[config.mk]
export PLATFORM = sky130hd
export DESIGN_NAME = reg_dump_unit
export DESIGN_NICKNAME = d
export VERILOG_FILES = /design/src/rtl/reg_dump_unit_pkg.sv /design/src/rtl/reg_dump_unit.sv
export SDC_FILE = /design/constraint.sdc
export NUM_CORES = 1
export LEC_CHECK = 0
export CAP_MARGIN = 20
export CORE_MARGIN = 3
export CORE_UTILIZATION = 35
export CTS_CLUSTER_SIZE = 14
export DETAILED_ROUTE_END_ITERATION = 10
export GPL_ROUTABILITY_DRIVEN = 0
export GPL_TIMING_DRIVEN = 0
export SLEW_MARGIN = 20
export SYNTH_ARGS = -nofsm -noshare
export SYNTH_HDL_FRONTEND = slang
export SYNTH_SLANG_ARGS = --single-unit
[constraint.sdc]
create_clock -name i_clk -period 4.5 [get_ports i_clk]
set_input_delay 0.45 -clock i_clk [delete_from_list [all_inputs] [get_ports i_clk]]
set_output_delay 0.45 -clock i_clk [all_outputs]
set_load 0.02 [all_outputs]
[src/rtl/reg_dump_unit_pkg.sv]
// -----------------------------------------------------------------------------
// reg_dump_unit_pkg
// Shared definitions for the debug dump path.
//   state_t          - dump FSM state encoding (2 bits)
//   byte_order_t     - byte order used on the debug byte stream
//   DBG_BYTE_ORDER   - debug-protocol byte order, also used by the memory dump
//   bytes_per_word() - number of output bytes carried by one register word
// -----------------------------------------------------------------------------
package reg_dump_unit_pkg;

    typedef enum logic [1:0] {
        ST_IDLE = 2'd0,
        ST_LOAD = 2'd1,
        ST_SEND = 2'd2,
        ST_DONE = 2'd3
    } state_t;

    typedef enum logic {
        BO_LITTLE = 1'b0,
        BO_BIG    = 1'b1
    } byte_order_t;

    // Least significant byte of every word goes out first.
    localparam byte_order_t DBG_BYTE_ORDER = BO_LITTLE;

    function automatic int bytes_per_word(input int nb_register, input int nb_byte);
        return nb_register / nb_byte;
    endfunction

endpackage

[src/rtl/reg_dump_unit.sv]
// -----------------------------------------------------------------------------
// reg_dump_unit
// Reads every register of the CPU register bank through one read port and
// streams the contents out as bytes over a valid/ready handshake.
//
// Ports:
//   i_clk       clock, rising edge
//   i_reset     synchronous active-high reset (aborts a dump in progress)
//   i_start     dump request, sampled only while idle
//   o_r_addr    read address to the register bank
//   i_r_data    combinational read data for o_r_addr
//   o_tx_data   output byte
//   o_tx_valid  o_tx_data holds a valid byte
//   i_tx_ready  sink accepts the byte this cycle
//   o_busy      high from leaving IDLE until back in IDLE
//   o_done      one-cycle pulse after the last byte is accepted
// -----------------------------------------------------------------------------
module reg_dump_unit
    import reg_dump_unit_pkg::*;
#(
    parameter int NB_REGISTER = 32,
    parameter int NB_ADDR     = 5,
    parameter int NB_BYTE     = 8
) (
    input  logic                   i_clk,
    input  logic                   i_reset,
    input  logic                   i_start,
    output logic [NB_ADDR-1:0]     o_r_addr,
    input  logic [NB_REGISTER-1:0] i_r_data,
    output logic [NB_BYTE-1:0]     o_tx_data,
    output logic                   o_tx_valid,
    input  logic                   i_tx_ready,
    output logic                   o_busy,
    output logic                   o_done
);

    localparam int BPW     = bytes_per_word(NB_REGISTER, NB_BYTE);
    localparam int NB_BIDX = (BPW > 1) ? $clog2(BPW) : 1;

    localparam logic [NB_BIDX-1:0] LAST_BYTE = NB_BIDX'(BPW - 1);
    // Last register found by comparison so the index never relies on wrapping.
    localparam logic [NB_ADDR-1:0] LAST_REG  = '1;

    state_t                 r_state;
    state_t                 w_state_next;
    logic [NB_ADDR-1:0]     r_reg_idx;
    logic [NB_ADDR-1:0]     w_reg_idx_next;
    logic [NB_BIDX-1:0]     r_byte_idx;
    logic [NB_BIDX-1:0]     w_byte_idx_next;
    logic [NB_REGISTER-1:0] r_word;
    logic [NB_REGISTER-1:0] w_word_next;

    logic [NB_BIDX-1:0]     w_sel;
    int                     w_lsb;
    logic [NB_BYTE-1:0]     w_byte;

    // Byte lane selection: stream position mapped to a lane of the buffer.
    always_comb begin
        w_sel  = (DBG_BYTE_ORDER == BO_LITTLE) ? r_byte_idx : (LAST_BYTE - r_byte_idx);
        w_lsb  = int'(w_sel) * NB_BYTE;
        w_byte = r_word[w_lsb +: NB_BYTE];
    end

    always_ff @(posedge i_clk) begin
        if (i_reset) begin
            r_state    <= ST_IDLE;
            r_reg_idx  <= '0;
            r_byte_idx <= '0;
            r_word     <= '0;
        end else begin
            r_state    <= w_state_next;
            r_reg_idx  <= w_reg_idx_next;
            r_byte_idx <= w_byte_idx_next;
            r_word     <= w_word_next;
        end
    end

    always_comb begin
        w_state_next    = r_state;
        w_reg_idx_next  = r_reg_idx;
        w_byte_idx_next = r_byte_idx;
        w_word_next     = r_word;
        o_r_addr        = '0;
        o_tx_data       = '0;
        o_tx_valid      = 1'b0;
        o_busy          = 1'b0;
        o_done          = 1'b0;

        case (r_state)
            ST_IDLE: begin
                if (i_start) begin
                    w_state_next   = ST_LOAD;
                    w_reg_idx_next = '0;
                end
            end

            ST_LOAD: begin
                o_busy          = 1'b1;
                o_r_addr        = r_reg_idx;
                w_word_next     = i_r_data;
                w_byte_idx_next = '0;
                w_state_next    = ST_SEND;
            end

            ST_SEND: begin
                o_busy     = 1'b1;
                o_tx_valid = 1'b1;
                o_tx_data  = w_byte;
                if (i_tx_ready) begin
                    if (r_byte_idx != LAST_BYTE) begin
                        w_byte_idx_next = r_byte_idx + 1'b1;
                    end else if (r_reg_idx != LAST_REG) begin
                        w_reg_idx_next = r_reg_idx + 1'b1;
                        w_state_next   = ST_LOAD;
                    end else begin
                        w_state_next = ST_DONE;
                    end
                end
            end

            ST_DONE: begin
                o_busy       = 1'b1;
                o_done       = 1'b1;
                w_state_next = ST_IDLE;
            end

            default: begin
                w_state_next = ST_IDLE;
            end
        endcase
    end

endmodule

==> summary.md <==
| Metric | Value |
|---|---|
| Sw Share | `0.2600` |
| Worst VDD drop | `between 0.1 and 0.15 mV` |
| Antenna-violating nets left | `0` |
| Clock power share | `0.321` |
| Least-Margin Pin Slew | `545.2 ps` |
| Hold Vio Cnt, Final | `0` |
| TritonCTS buffer count | `5` |
| Top post-synthesis cells by area | `dfxtp_1 43%, nand2_1 13%, a21oi_1 9.5%, mux4_2 9.5%, and2_1 4.0%` |
| Standard-cell rows | `26` |
| Worst slew margin | `0.6365` |
| Setup CP Type | `reg2out` |
| Total number of vias | `between 1500 and 2000` |
| # setup viols final | `0` |
| Die Area | `6335 um^2` |
| Combinational cell fraction of total power | `0.150` |
| Worst Path Required | `about 4100 ps` |
| Post-Route Setup TNS | `0 ps` |
| Internal | `0.5423 mW` |
| Initial DRC count | `65` |
| Drt via density | `4.847` |
| Reg area | `between 800 and 900 um^2` |
| Hold Crit Class | `reg2reg` |
| All-Layer GR Usage | `0.1577` |
| Num Clock Sinks | `a little over 40` |
| # H-tree levels | `2` |
| Critical Path AT | `about 2200 ps` |
| Yosys reg bits | `41` |
| Final Cycle Share | `0.5794` |
| Clk Tree Root Cell | `clkbuf_8` |
| Highest routed layer | `met4` |
| DR WL/cell | `about 14 um` |
| Origin of the worst setup path | `r_byte_idx[0]$_SDFFE_PP0P_` |
| # hold bufs at CTS | `0` |
| Boundary Pins | `52` |
| Placed Cells | `approximately 340` |
| Chip width | `79.59 um` |
| Synthesis-to-finish area growth | `35.58%` |
| Synth Net Count | `between 200 and 300` |
| Worst Setup End Kind | `primary output` |
| Global-route wire length before repair | `about 7.6 mm` |
| DRT Wirelength | `about 5 mm` |
| Lkg Pwr | `between 0.9 and 1 nW` |
| Initial core utilization | `0.3665` |
| DP Wirelength | `approximately 3.5 mm` |
| Fillers | `498` |
| Critical path startpoint category | `flip-flop` |
| Worst skew pair latency | `slightly below 300 ps` |
| GRT overflow | `0` |
| Largest net degree at the start of global routing | `14` |
| Unrepaired setup endpoints after global routing | `no` |
| Synth top area share | `0.4330` |
| Initial antenna violation count | `0` |
| Post-Layout Cell Count | `between 300 and 400` |
| Final worst path period need | `about 2600 ps` |
| DRT Pass-1 Iters | `4` |
| Number of synthesized flops with an enable pin | `0` |
| Syn. warnings | `0` |
| Nets | `320` |
| CP max FO | `10` |
| Sequential share of the synthesized area | `0.4330` |
| Fmax achieved | `approximately 0.38 GHz` |
| Min-delay src | `r_word[26]$_SDFFE_PP0N_` |
| Max Root-Sink Buffers | `2` |
| Clock Pin Slew Worst Setup and Hold Paths | `~80 ps` |
| Sequential power share | `0.529` |
| Core area | `just over 5000 um^2` |
| Slew Limit Fails | `0` |
| Multi-input logic area | `978.4 um^2` |
| Metal2 WL | `2.349 mm` |
| Skew final | `between 4 and 5 ps` |
| # DRC | `0` |
| Asr flop ratio synth | `0` |
| CTS tree | `done` |
| Mapped Cells | `224` |
| Antenna Cells | `0` |
| Chip Height | `between 70 and 80 um` |
| Largest area contributor in the netlist | `dfxtp_1` |
| Outcome | `finished, final reports clean` |
| Fin util | `0.4969` |
| MaxCap Viol Count | `0` |
| Metal1 wirelength | `roughly 2.2 mm` |
| Ratio of cells with drive above 1 in the final layout | `0.1064` |
| Main synth FF type | `dfxtp_1` |
| Net Sw Power | `approximately 0.19 mW` |
| Setup bufs post-CTS | `0` |
| Vias in the first global route | `between 1500 and 2000` |
| Pwr/cell area | `285.2 nW/um^2` |
| Cell Area, Synth | `around 1900 um^2` |
| Setup slack after layout | `1893 ps` |
| Pre-CTS setup slack | `around 2200 ps` |
| Port Buffers | `50` |
| Met3 WL post-DR | `between 200 and 300 um` |
| Mapped Avg Cell Area | `8.462 um^2` |
| R2R Path Start | `r_reg_idx[0]$_SDFFE_PP0P_` |
| # resized after CTS | `0` |
| Distinct cell type count after synthesis | `32` |
==> cells by family (layout without fill, tap and decap cells) <==
family / after synthesis / count (layout) / synth area share
simple gates: 103 / 103 / 0.2588
mux: 8 / 8 / 0.09505
fa+ha+maj: 3 / 3 / 0.01980
buf+inv: 21 / 79 / 0.05082
flops: 41 / 41 / 0.4330
compound gates: 48 / 48 / 0.1426
==> state kept, by name, indices dropped and copies added, names as in the netlist <==
signal / flops
r_byte_idx: 2
r_reg_idx: 5
r_word: 32
r_state: 2
==> per-layer routing <==
metal	track usage	vias to the layer above
met5	0	-
met4	0.04124	0
met3	0.02822	6
met2	0.2504	43
met1	0.2200	781
li1	-	876
==> placed cells by master (no fill, tap or decap), drive strengths merged <==
master / n
a211oi: 1
a21o: 1
a21oi: 36
a221oi: 1
a31oi: 1
and2: 12
and3: 1
buf: 13
clkbuf: 9
clkdlybuf4s50: 50
clkinv: 2
clkinvlp: 1
dfxtp: 41
ha: 3
inv: 4
mux4: 8
nand2: 64
nand2b: 7
nand3: 3
nand3b: 1
nand4b: 3
nor2: 3
nor2b: 3
nor3: 1
nor4bb: 1
o211ai: 2
o21ai: 1
o21bai: 1
o2bb2ai: 2
o31ai: 2
or2: 1
or4: 3
==> cells in the mapped netlist, types with 2 or more instances <==
cell type and count:
dfxtp_1 41, o31ai_1 2, nand2b_1 6, and2_1 12
nand2_1 64, o2bb2ai_1 2, buf_2 11, nor2_1 3
a21oi_1 36, nand3_1 3, o211ai_1 2, nor2b_1 3
nand4b_1 3, mux4_2 8, ha_1 3, inv_1 4
or4_1 3, clkbuf_1 4
==> critical path, stage by stage, from the launching register on <==
cell and delay (ps):
dfxtp_1 400, buf_4 240, mux4_2 510, and2_1 180
clkdlybuf4s50_1 540
==> final cells by class <==
cell class                 count  area share
timing repair buffer          50      0.1947
multi-input combinational    162      0.3807
clock buffer                   5     0.02678
sequential                    41      0.3194
inverter                       4    0.005842
clock inverter                 3    0.006816
tap                           70     0.03408
buffer                        17     0.03165
==> stage by stage <==
step | hold WS [ps] | power [mW] | instance area (um^2)
final | 453.1 | 0.7328 | 2570
after global routing | 470.7 | 0.7685 | 2570
after CTS | 455.2 | 0.7412 | 2570
after detailed placement | 444.0 | 0.5067 | 2484
after global placement | 439.3 | 0.5063 | 2484
after floorplan | 433.1 | 0.4511 | 1896
==> final timing paths <==
path,to,slack (ps),depth (start not counted)
worst max-delay path,o_tx_data[1],1890,4
worst min register to register,r_word[26]$_SDFFE_PP0N_,450,2
worst max register to register,r_reg_idx[3]$_SDFFE_PP0P_,2610,6
worst min-delay path,r_word[26]$_SDFFE_PP0N_,450,2
==> power by group through the flow <==
stage / clock network, mW / registers, mW / logic (mW)
floorplan: 0 / 0.393 / 0.0582
global placement: 0 / 0.396 / 0.111
detailed placement: 0 / 0.396 / 0.111
CTS: 0.243 / 0.387 / 0.111
global route: 0.258 / 0.390 / 0.121
finish: 0.235 / 0.387 / 0.110
(Power assumes the default switching activity.)
